===== src/rtl/pipe_hazard_ctrl.sv =====
// pipe_hazard_ctrl: RAW scoreboard, redirect flush and memory-wait stall control for the 5-stage pipeline.
// Define PIPE_HAZARD_PERF_EN to add hazard/flush/memstall performance counters.
module pipe_hazard_ctrl #(
    parameter int DEPTH        = 2,
    parameter int FLUSH_CYCLES = 2
) (
    input  logic        clk,
    input  logic        rstn,
    input  logic        ifu_valid,
    input  logic [4:0]  dec_rs1,
    input  logic [4:0]  dec_rs2,
    input  logic        need_rs1,
    input  logic        need_rs2,
    input  logic [4:0]  dec_rd,
    input  logic        dec_wb_en,
    input  logic        exu_redirect,
    input  logic        mem_req,
    input  logic        mem_ack,
    output logic        hazard_nop,
    output logic        flush_nop,
    output logic        ifu_stall,
    output logic        pipe_stall,
    output logic        sb_busy
`ifdef PIPE_HAZARD_PERF_EN
    ,
    output logic [31:0] perf_hazard_cnt,
    output logic [31:0] perf_flush_cnt,
    output logic [31:0] perf_memstall_cnt
`endif
);
    typedef enum logic {IDLE, WAIT} state_t;
    state_t state, state_nxt;
    logic [DEPTH-1:0] v;
    logic [4:0]       rd [DEPTH];
    logic [2:0]       fcnt;
    logic             hit1, hit2, issue;

    always_comb begin
        hit1 = 1'b0;
        hit2 = 1'b0;
        for (int i = 0; i < DEPTH; i++) begin
            hit1 = hit1 | (v[i] && rd[i] == dec_rs1);
            hit2 = hit2 | (v[i] && rd[i] == dec_rs2);
        end
        hit1 = hit1 & need_rs1 & (dec_rs1 != 5'd0);
        hit2 = hit2 & need_rs2 & (dec_rs2 != 5'd0);
    end

    // Gating with rstn keeps the outputs quiet while reset is held, even if inputs are active.
    assign pipe_stall = rstn & mem_req & ~mem_ack;
    assign flush_nop  = rstn & (exu_redirect | (fcnt != 3'd0)) & ~pipe_stall;
    assign hazard_nop = ifu_valid & (hit1 | hit2) & ~flush_nop & ~pipe_stall;
    assign ifu_stall  = hazard_nop | pipe_stall;
    assign sb_busy    = |v;
    assign issue      = ifu_valid & ~hazard_nop & ~flush_nop;

    always_ff @(posedge clk or negedge rstn) begin
        if (!rstn) begin
            v <= '0;
            for (int i = 0; i < DEPTH; i++) rd[i] <= 5'd0;
        end else if (!pipe_stall) begin
            for (int i = 1; i < DEPTH; i++) begin
                v[i]  <= v[i-1];
                rd[i] <= rd[i-1];
            end
            v[0]  <= issue & dec_wb_en & (dec_rd != 5'd0);
            rd[0] <= dec_rd;
        end
    end

    // A redirect seen during a stall is dropped; the frozen EX stage presents it again.
    always_ff @(posedge clk or negedge rstn) begin
        if (!rstn) fcnt <= 3'd0;
        else if (!pipe_stall) begin
            if (exu_redirect) fcnt <= 3'(FLUSH_CYCLES - 1);
            else if (fcnt != 3'd0) fcnt <= fcnt - 3'd1;
        end
    end

    always_ff @(posedge clk or negedge rstn) begin
        if (!rstn) state <= IDLE;
        else state <= state_nxt;
    end

    always_comb begin
        state_nxt = state;
        state_nxt = (state == IDLE) ? ((mem_req && !mem_ack) ? WAIT : IDLE)
                                    : (mem_ack ? IDLE : WAIT);
    end

`ifdef PIPE_HAZARD_PERF_EN
    always_ff @(posedge clk or negedge rstn) begin
        if (!rstn) begin
            perf_hazard_cnt   <= 32'd0;
            perf_flush_cnt    <= 32'd0;
            perf_memstall_cnt <= 32'd0;
        end else begin
            perf_hazard_cnt   <= perf_hazard_cnt + 32'(hazard_nop);
            perf_flush_cnt    <= perf_flush_cnt + 32'(flush_nop);
            perf_memstall_cnt <= perf_memstall_cnt + 32'(pipe_stall);
        end
    end
`endif
endmodule


===== config.mk =====
export PLATFORM = sky130hd
export DESIGN_NAME = pipe_hazard_ctrl
export DESIGN_NICKNAME = d
export VERILOG_FILES = /design/src/rtl/pipe_hazard_ctrl.sv
export SDC_FILE = /design/constraint.sdc
export NUM_CORES = 1
export LEC_CHECK = 0
export ABC_AREA = 1
export CORE_MARGIN = 3
export CORE_UTILIZATION = 43
export DETAILED_ROUTE_END_ITERATION = 16
export PLACE_DENSITY = 0.85
export SLEW_MARGIN = 20
export SYNTH_ARGS = -nofsm -noshare
export SYNTH_HDL_FRONTEND = slang
export SYNTH_SLANG_ARGS = --single-unit

===== constraint.sdc =====
create_clock -name clk -period 1.6 [get_ports clk]
set_input_delay 0.32 -clock clk [delete_from_list [all_inputs] [get_ports clk]]
set_output_delay 0.32 -clock clk [all_outputs]
set_load 0.01 [all_outputs]

==> tab_implementation.tex, run 1 <==
\begin{tabular}{lr}
\hline
Metric & Value \\
\hline
\multicolumn{2}{l}{\textbf{Finish}} \\
Net total in the final layout & 260 \\
Antenna cells & 0 \\
Share of final-layout standard cells stronger than drive strength 1 & 27.9\% \\
Most used cells in the layout excluding fill and tap cells & 74 x sky130\_fd\_sc\_hd\_\_nand2\_1, 21 x sky130\_fd\_sc\_hd\_\_buf\_4, 19 x sky130\_fd\_sc\_hd\_\_nor2\_1 \\
Layout overhead on the synthesized area & 56.2\% \\
Fill cell total of the finished layout & 177 \\
Most common cell after layout, fill and taps aside & sky130\_fd\_sc\_hd\_\_nand2\_1 \\
Final core utilization & 73.2\% \\
Sequential standard cell area & 375 um2 \\
Area of the multi-input gates & 659 um2 \\
\multicolumn{2}{l}{\textbf{Place}} \\
Buffers on Ports & 28 \\
Routability Congestion & 0.809 \\
HPWL after DPL & 2000 um \\
\multicolumn{2}{l}{\textbf{Routing}} \\
Via count & 1265 \\
Remaining number of nets flagged by the antenna check after routing & 0 \\
Wire length after detailed routing & 3070 um \\
Drt first-iter violations & 27 \\
Wire length per cell & 11.7 um \\
Final routed DRC violation total & 0 \\
Number of vias per cell after detailed routing & 4.85 \\
Number of iterations in the first detailed-routing pass & 4 \\
\multicolumn{2}{l}{\textbf{Logic synthesis}} \\
Post-synth net total & 204 \\
Avg Cell Area, Syn & 5.99 um2 \\
Main area contributors after synthesis & sky130\_fd\_sc\_hd\_\_dfrtp\_1 35\%, sky130\_fd\_sc\_hd\_\_nand2\_1 29\%, sky130\_fd\_sc\_hd\_\_inv\_1 7.4\%, sky130\_fd\_sc\_hd\_\_o21ai\_0 7.0\%, sky130\_fd\_sc\_hd\_\_nor2\_1 6.7\% \\
Synthesized-area fraction occupied by ao, oa, aoi and oai cells & 8.22\% \\
Cell count after synthesis & 178 \\
Part of the Yosys area used for sequential elements & 35.2\% \\
Largest family of logic cells by synthesized area & simple AND/OR/NAND/NOR gates \\
Synth Area in Simple Gates & 43.4\% \\
Total number of yosys warnings & 0 \\
Portion of synthesized cell area occupied by the leading cell type & 35.2\% \\
Synth Area in Adders & 2.35\% \\
Register bit count reported by yosys & 15 \\
Cell accounting for the most synthesized area & sky130\_fd\_sc\_hd\_\_dfrtp\_1 \\
Post-synthesis cell type count & 17 \\
Share of synthesized area spent on multiplexers & 0\% \\
Area of the mapped netlist & 1070 um2 \\
Post-synthesis share of cell area spent on xor and xnor gates & 0\% \\
\multicolumn{2}{l}{\textbf{Worst setup path}} \\
Worst setup path category & flop to primary output \\
Origin of the critical flop-to-flop path & fcnt[0]\$\_DFFE\_PN0P\_ \\
Crit path max fanout & 3 \\
Slowest stage cell on the critical path & sky130\_fd\_sc\_hd\_\_dfrtp\_1 \\
CP Launch Type & flop \\
Startpoint of the most critical setup path & fcnt[0]\$\_DFFE\_PN0P\_ \\
Arr. time, crit path & 1630 ps \\
CP required & 1280 ps \\
Crit path cell chain & inv\_2 > ha\_4 > ha\_4 > nand2\_4 > nand2\_4 > o21ai\_2 > inv\_1 > nand2\_2 > nand2\_1 > buf\_2 \\
Worst stage delay on the critical path & 380 ps \\
CP Capture Type & primary output \\
\multicolumn{2}{l}{\textbf{Floorplan}} \\
Vertical die dimension & 55.8 um \\
Number of placement rows & 17 \\
Die Width & 55.8 um \\
Placeable core area & 2280 um2 \\
Initial Util & 46.8\% \\
Area of the die & 3110 um2 \\
I/O Pins & 29 \\
\multicolumn{2}{l}{\textbf{GRT}} \\
Aggregate global routing overflow & 0 \\
Pin count of the biggest net entering global routing & 17 \\
Number of antenna violations at the first check in global routing & 0 \\
Wire length of the first global-routing pass & 4610 um \\
Total global-route track usage & 18.2\% \\
Number of global-route vias before repair & 1130 \\
\multicolumn{2}{l}{\textbf{Status}} \\
Failing checks & negative setup slack \\
Status & finished, violations left \\
\multicolumn{2}{l}{\textbf{CTS}} \\
H-tree depth reported by CTS & 1 \\
Clock latency at the later pin of the worst-skew pair & 290 ps \\
Worst-case clock buffer depth & 2 \\
Number of hold buffers added after CTS & 0 \\
Clock tree from TritonCTS & built \\
Sinks on the clock net & 15 \\
Number of buffers inserted during clock tree synthesis & 3 \\
Clk root buf & sky130\_fd\_sc\_hd\_\_clkbuf\_4 \\
CTS clk-pin slew, worst paths & 80 ps \\
\multicolumn{2}{l}{\textbf{Job}} \\
Number of max-cap violations & 0 \\
\multicolumn{2}{l}{\textbf{STA}} \\
Final hold violation count & 0 \\
Unrepaired setup endpoints after global routing & yes \\
Worst clock skew & 2.52 ps \\
Minimum setup slack in the final design & -349 ps \\
Least-Margin Pin Slew & 229 ps \\
Part of the cycle the worst path needs & 122\% \\
Worst max-slew margin expressed relative to the limit & 84.7\% \\
Setup Total Neg Slack & -1830 ps \\
Minimum clock period after layout & 1950 ps \\
Setup-violating endpoint count in the final report & 7 \\
Count of pins over their slew limit & 0 \\
Fmax & 513 MHz \\
\multicolumn{2}{l}{\textbf{Pwr}} \\
Leak & 0.000922 uW \\
VDD IR-drop max & 0.00104 V \\
Total power per unit cell area & 842 nW/um2 \\
\multicolumn{2}{l}{\textbf{Hold path}} \\
Class of the most critical hold timing path & input port to async pin \\
\hline
\end{tabular}
## worst paths after layout
path,to,slack (ps),depth (start not counted)
max in group asynchronous,rd[5]$_DFFE_PN0N_,1200,2
min,fcnt[2]$_DFFE_PN0P_,200,2
max reg2reg,fcnt[0]$_DFFE_PN0P_,-290,15
min in group clk,rd[4]$_DFFE_PN0N_,580,2
min reg2reg,rd[4]$_DFFE_PN0N_,580,2
max,ifu_stall,-350,10
## cells by family after synthesis
logic type               Yosys count
AO/OA/AOI/OAI                     17
adder cells (fa/ha/maj)            2
buffers and inverters             30
flip-flops                        15
AND/OR/NAND/NOR                  114
## Yosys cell counts (all sizes together)
library cell  count
nand2            84
inv              28
nor2             21
dfrtp            15
o21ai            15
nand3             5
buf               2
ha                2
nand4             2
o22ai             2
nor3              1
or2               1
## layout make-up
| type | instances | share of cell area (%) |
|---|---|---|
| Clock buffer | 4 | 1.58 |
| Sequential cell | 15 | 22.5 |
| Inverter | 28 | 6.46 |
| Multi-Input combinational cell | 133 | 39.6 |
| Tap cell | 28 | 2.10 |
| Timing Repair Buffer | 53 | 27.7 |
## per-stage QoR
| stage | instances | cell area, um2 | power (uW) | hold slack (ps) | setup WS [ps] |
|---|---|---|---|---|---|
| 6_report | 261 | 1670 | 1400 | 199 | -349 |
| 5_1_grt | 261 | 1670 | 1510 | 204 | -480 |
| 4_1_cts | 258 | 1590 | 1240 | 188 | -341 |
| 3_5_place_dp | 247 | 1480 | 897 | 542 | -838 |
| 3_3_place_gp | 247 | 1480 | 889 | 537 | -828 |
| 2_1_floorplan | 178 | 1070 | 698 | 24.4 | 11.9 |
## per-layer routing
layer  vias up  track usage (%)  wire (um)
met4         0             7.64        112
li1        655                -          -
met1       558             24.7       1350
met3        10             1.39        142
met2        42             29.6       1470
met5         -                0          0
## report_power, final
group | internal [uW] | switching (uW) | leakage [uW] | total, uW
Combinational | 377 | 322 | 0.000724 | 698
Clock | 97.2 | 122 | 0.0000150 | 219
Sequential | 436 | 49.5 | 0.000183 | 486
Total | 910 | 493 | 0.000922 | 1400
## worst max-delay path: cells and delay by family (launching register included)
| family | cells | cell delay (ps) |
|---|---|---|
| DFF | 1 | 380 |
| adders and majority gates | 2 | 310 |
| buffers and inverters | 3 | 250 |
| and+or+nand+nor | 4 | 240 |
| AOI/OAI and AO/OA | 1 | 140 |
## state kept, by name, summed over array words and instances, names as in the netlist
name  flops
v         2
rd       10
fcnt      3
## timing repair
item | 4_1_cts | 5_1_grt
gates resized for setup | 48 | 17
pin swaps | 5 | 11
endpoints found under the hold margin | 0 | 0
setup endpoints to repair | 8 | 8
buffers inserted | 9 | 5
Power figures use the tool's default switching activity.
==> run 2: changes to the inputs <==
CORE_MARGIN = not set   (was 3)
==> run 2 against run 1 <==
  * The flow still finishes with violations (negative setup slack)
  * First-iteration DRC count is 22% lower
  * Sequential power is 0.8% lower
  * Combinational power is 16% lower
  * Maximum frequency is 1.7% higher
  * Clock skew is 4.7 ps higher
  * Core utilization is 0.77 points lower
  * Global-route usage is 4.6 points higher
  * Critical path depth stayed put
  * Power is 8.8% lower
  * Non-clock buffer count is 1 lower
  * Worst hold slack better by 22 ps
  * Design area is 1.1% lower
  * Critical endpoint unchanged
==> tab_implementation.tex, run 2 (same netlist as run 1, synthesis figures left out) <==
\begin{tabular}{lr}
\hline
Metric & Value \\
\hline
\multicolumn{2}{l}{\textbf{Finish}} \\
Most used cells in the layout excluding fill and tap cells & 76 x sky130\_fd\_sc\_hd\_\_nand2\_1, 20 x sky130\_fd\_sc\_hd\_\_buf\_4, 17 x sky130\_fd\_sc\_hd\_\_inv\_1, 17 x sky130\_fd\_sc\_hd\_\_nor2\_1 \\
Share of final-layout standard cells stronger than drive strength 1 & 26.3\% \\
Largest register FFs & 10 \\
Most common cell after layout, fill and taps aside & sky130\_fd\_sc\_hd\_\_nand2\_1 \\
Antenna cells & 0 \\
Net total in the final layout & 259 \\
Layout overhead on the synthesized area & 54.6\% \\
Largest registers in the final layout & rd (10), fcnt (3), v (2) \\
Final std cells w/o fill & 260 \\
Post-route cell area & 1650 um2 \\
Biggest register & rd \\
\multicolumn{2}{l}{\textbf{Place}} \\
Placed instance area & 1510 um2 \\
HPWL after DPL & 2040 um \\
Routability Congestion & 0.887 \\
Placed cells & 251 \\
Buffers on Ports & 28 \\
\multicolumn{2}{l}{\textbf{Worst setup path}} \\
Crit path cell chain & inv\_2 > ha\_4 > ha\_4 > nand2\_4 > nand2\_4 > o21ai\_2 > inv\_1 > nand2\_2 > nand2\_1 > buf\_2 \\
Crit path max fanout & 3 \\
Worst stage delay on the critical path & 370 ps \\
Worst setup path category & flop to primary output \\
Arr. time, crit path & 1600 ps \\
Worst reg2reg path depth & 11 \\
CP bufs+invs & 3 \\
Worst reg2reg setup slack & 190 ps \\
Slowest stage cell on the critical path & sky130\_fd\_sc\_hd\_\_dfrtp\_1 \\
Startpoint of the most critical setup path & fcnt[0]\$\_DFFE\_PN0P\_ \\
Origin of the critical flop-to-flop path & fcnt[0]\$\_DFFE\_PN0P\_ \\
FF-to-FF End & v[0]\$\_DFFE\_PN0N\_ \\
Kind of cell adding the most delay to the critical path & flip-flops \\
CP Launch Type & flop \\
CP Capture Type & primary output \\
CP required & 1280 ps \\
\multicolumn{2}{l}{\textbf{Routing}} \\
Remaining number of nets flagged by the antenna check after routing & 0 \\
Number of iterations in the first detailed-routing pass & 4 \\
Via count & 1223 \\
Wire length after detailed routing & 2740 um \\
Wire length per cell & 10.5 um \\
Drt first-iter violations & 21 \\
Number of vias per cell after detailed routing & 4.70 \\
Final routed DRC violation total & 0 \\
\multicolumn{2}{l}{\textbf{Pwr}} \\
Switching Power & 430 uW \\
Switching part of the total & 33.6\% \\
Internal Pwr Total & 849 uW \\
Leak & 0.000925 uW \\
Total power per unit cell area & 776 nW/um2 \\
Part of the total power dissipated in sequential elements & 37.7\% \\
Comb pwr share & 45.7\% \\
VDD IR-drop max & 0.000910 V \\
Clock network fraction of design power & 16.6\% \\
\multicolumn{2}{l}{\textbf{STA}} \\
Least-Margin Pin Slew & 249 ps \\
Minimum setup slack in the final design & -317 ps \\
Final hold violation count & 0 \\
Setup-violating endpoint count in the final report & 3 \\
Worst max-slew margin expressed relative to the limit & 83.4\% \\
Minimum clock period after layout & 1920 ps \\
Count of pins over their slew limit & 0 \\
Fmax & 522 MHz \\
Part of the cycle the worst path needs & 120\% \\
Unrepaired setup endpoints after global routing & yes \\
Worst clock skew & 7.21 ps \\
\multicolumn{2}{l}{\textbf{GRT}} \\
Pin count of the biggest net entering global routing & 17 \\
Aggregate global routing overflow & 0 \\
Number of antenna violations at the first check in global routing & 0 \\
Number of global-route vias before repair & 1074 \\
Total global-route track usage & 22.8\% \\
Wire length of the first global-routing pass & 4530 um \\
\multicolumn{2}{l}{\textbf{Job}} \\
Number of max-cap violations & 0 \\
\multicolumn{2}{l}{\textbf{Hold path}} \\
Class of the most critical hold timing path & input port to async pin \\
\multicolumn{2}{l}{\textbf{Floorplan}} \\
Die Width & 51.8 um \\
Initial Util & 46.8\% \\
Placeable core area & 2280 um2 \\
Vertical die dimension & 51.8 um \\
Number of placement rows & 17 \\
I/O Pins & 29 \\
Area of the die & 2680 um2 \\
\multicolumn{2}{l}{\textbf{CTS}} \\
Clock latency at the later pin of the worst-skew pair & 280 ps \\
Clock tree from TritonCTS & built \\
H-tree depth reported by CTS & 1 \\
Sinks on the clock net & 15 \\
Worst-case clock buffer depth & 2 \\
CTS clk-pin slew, worst paths & 90 ps \\
Number of hold buffers added after CTS & 0 \\
Number of buffers inserted during clock tree synthesis & 3 \\
Clk root buf & sky130\_fd\_sc\_hd\_\_clkbuf\_4 \\
\multicolumn{2}{l}{\textbf{Status}} \\
Failing checks & negative setup slack \\
Status & finished, violations left \\
\hline
\end{tabular}
## run 2: changes by cell type in the layout (fill, tap and decap cells not counted), sizes merged
| cell | before | now |
|---|---|---|
| dlymetal6s2s | 0 | 1 |
| clkdlybuf4s50 | 13 | 12 |
| clkdlybuf4s15 | 1 | 0 |
## run 2: power groups by stage
| stage | registers [uW] | logic (uW) | clock network [uW] |
|---|---|---|---|
| CTS | 477 | 518 | 219 |
| finish | 482 | 584 | 213 |
| detailed placement | 484 | 440 | 0 |
| floorplan | 475 | 222 | 0 |
| global placement | 482 | 431 | 0 |
| global route | 489 | 659 | 227 |
## run 2: final cells by class
cell class | count | area, um2
Fill cell | 191 | 628
Tap cell | 28 | 35.0
Timing Repair Buffer | 52 | 463
Multi-Input combinational cell | 133 | 642
Inverter | 28 | 105
Sequential cell | 15 | 377
Clock buffer | 4 | 26.3
## run 2: worst max path at each step
stage            endpoint  slack [ps]  cells after the start
2_1_floorplan   ifu_stall          10                      9
3_3_place_gp   hazard_nop        -820                     12
3_5_place_dp   hazard_nop        -830                     12
4_1_cts         ifu_stall        -330                     10
5_1_grt        hazard_nop        -480                     11
6_report        ifu_stall        -320                     10
## run 2: metal layers
layer  vias to the layer above  track usage (%)  share of wire, %
met3                         4             2.34               4.1
met2                        31             38.5                50
met1                       543             30.0                45
li1                        645                -                 -
met4                         0             8.11              0.84
met5                         -                0                 0
## run 2: through the flow
stage | util (%) | hold slack, ps | total power (uW) | TNS, ps | setup slack [ps]
after detailed placement | 66.5 | 545 | 924 | -5070 | -827
after floorplan | - | 24.4 | 698 | 0 | 11.9
after global routing | 72.4 | 248 | 1370 | -1250 | -481
after CTS | 69.4 | 158 | 1210 | -1120 | -332
final | 72.4 | 221 | 1280 | -887 | -317
after global placement | 66.5 | 535 | 914 | -4810 | -824
## run 2: timing repair
action,CTS,global route
setup buffers,2,3
endpoints found under the setup margin,8,7
pin swaps,9,13
resized for setup,44,18
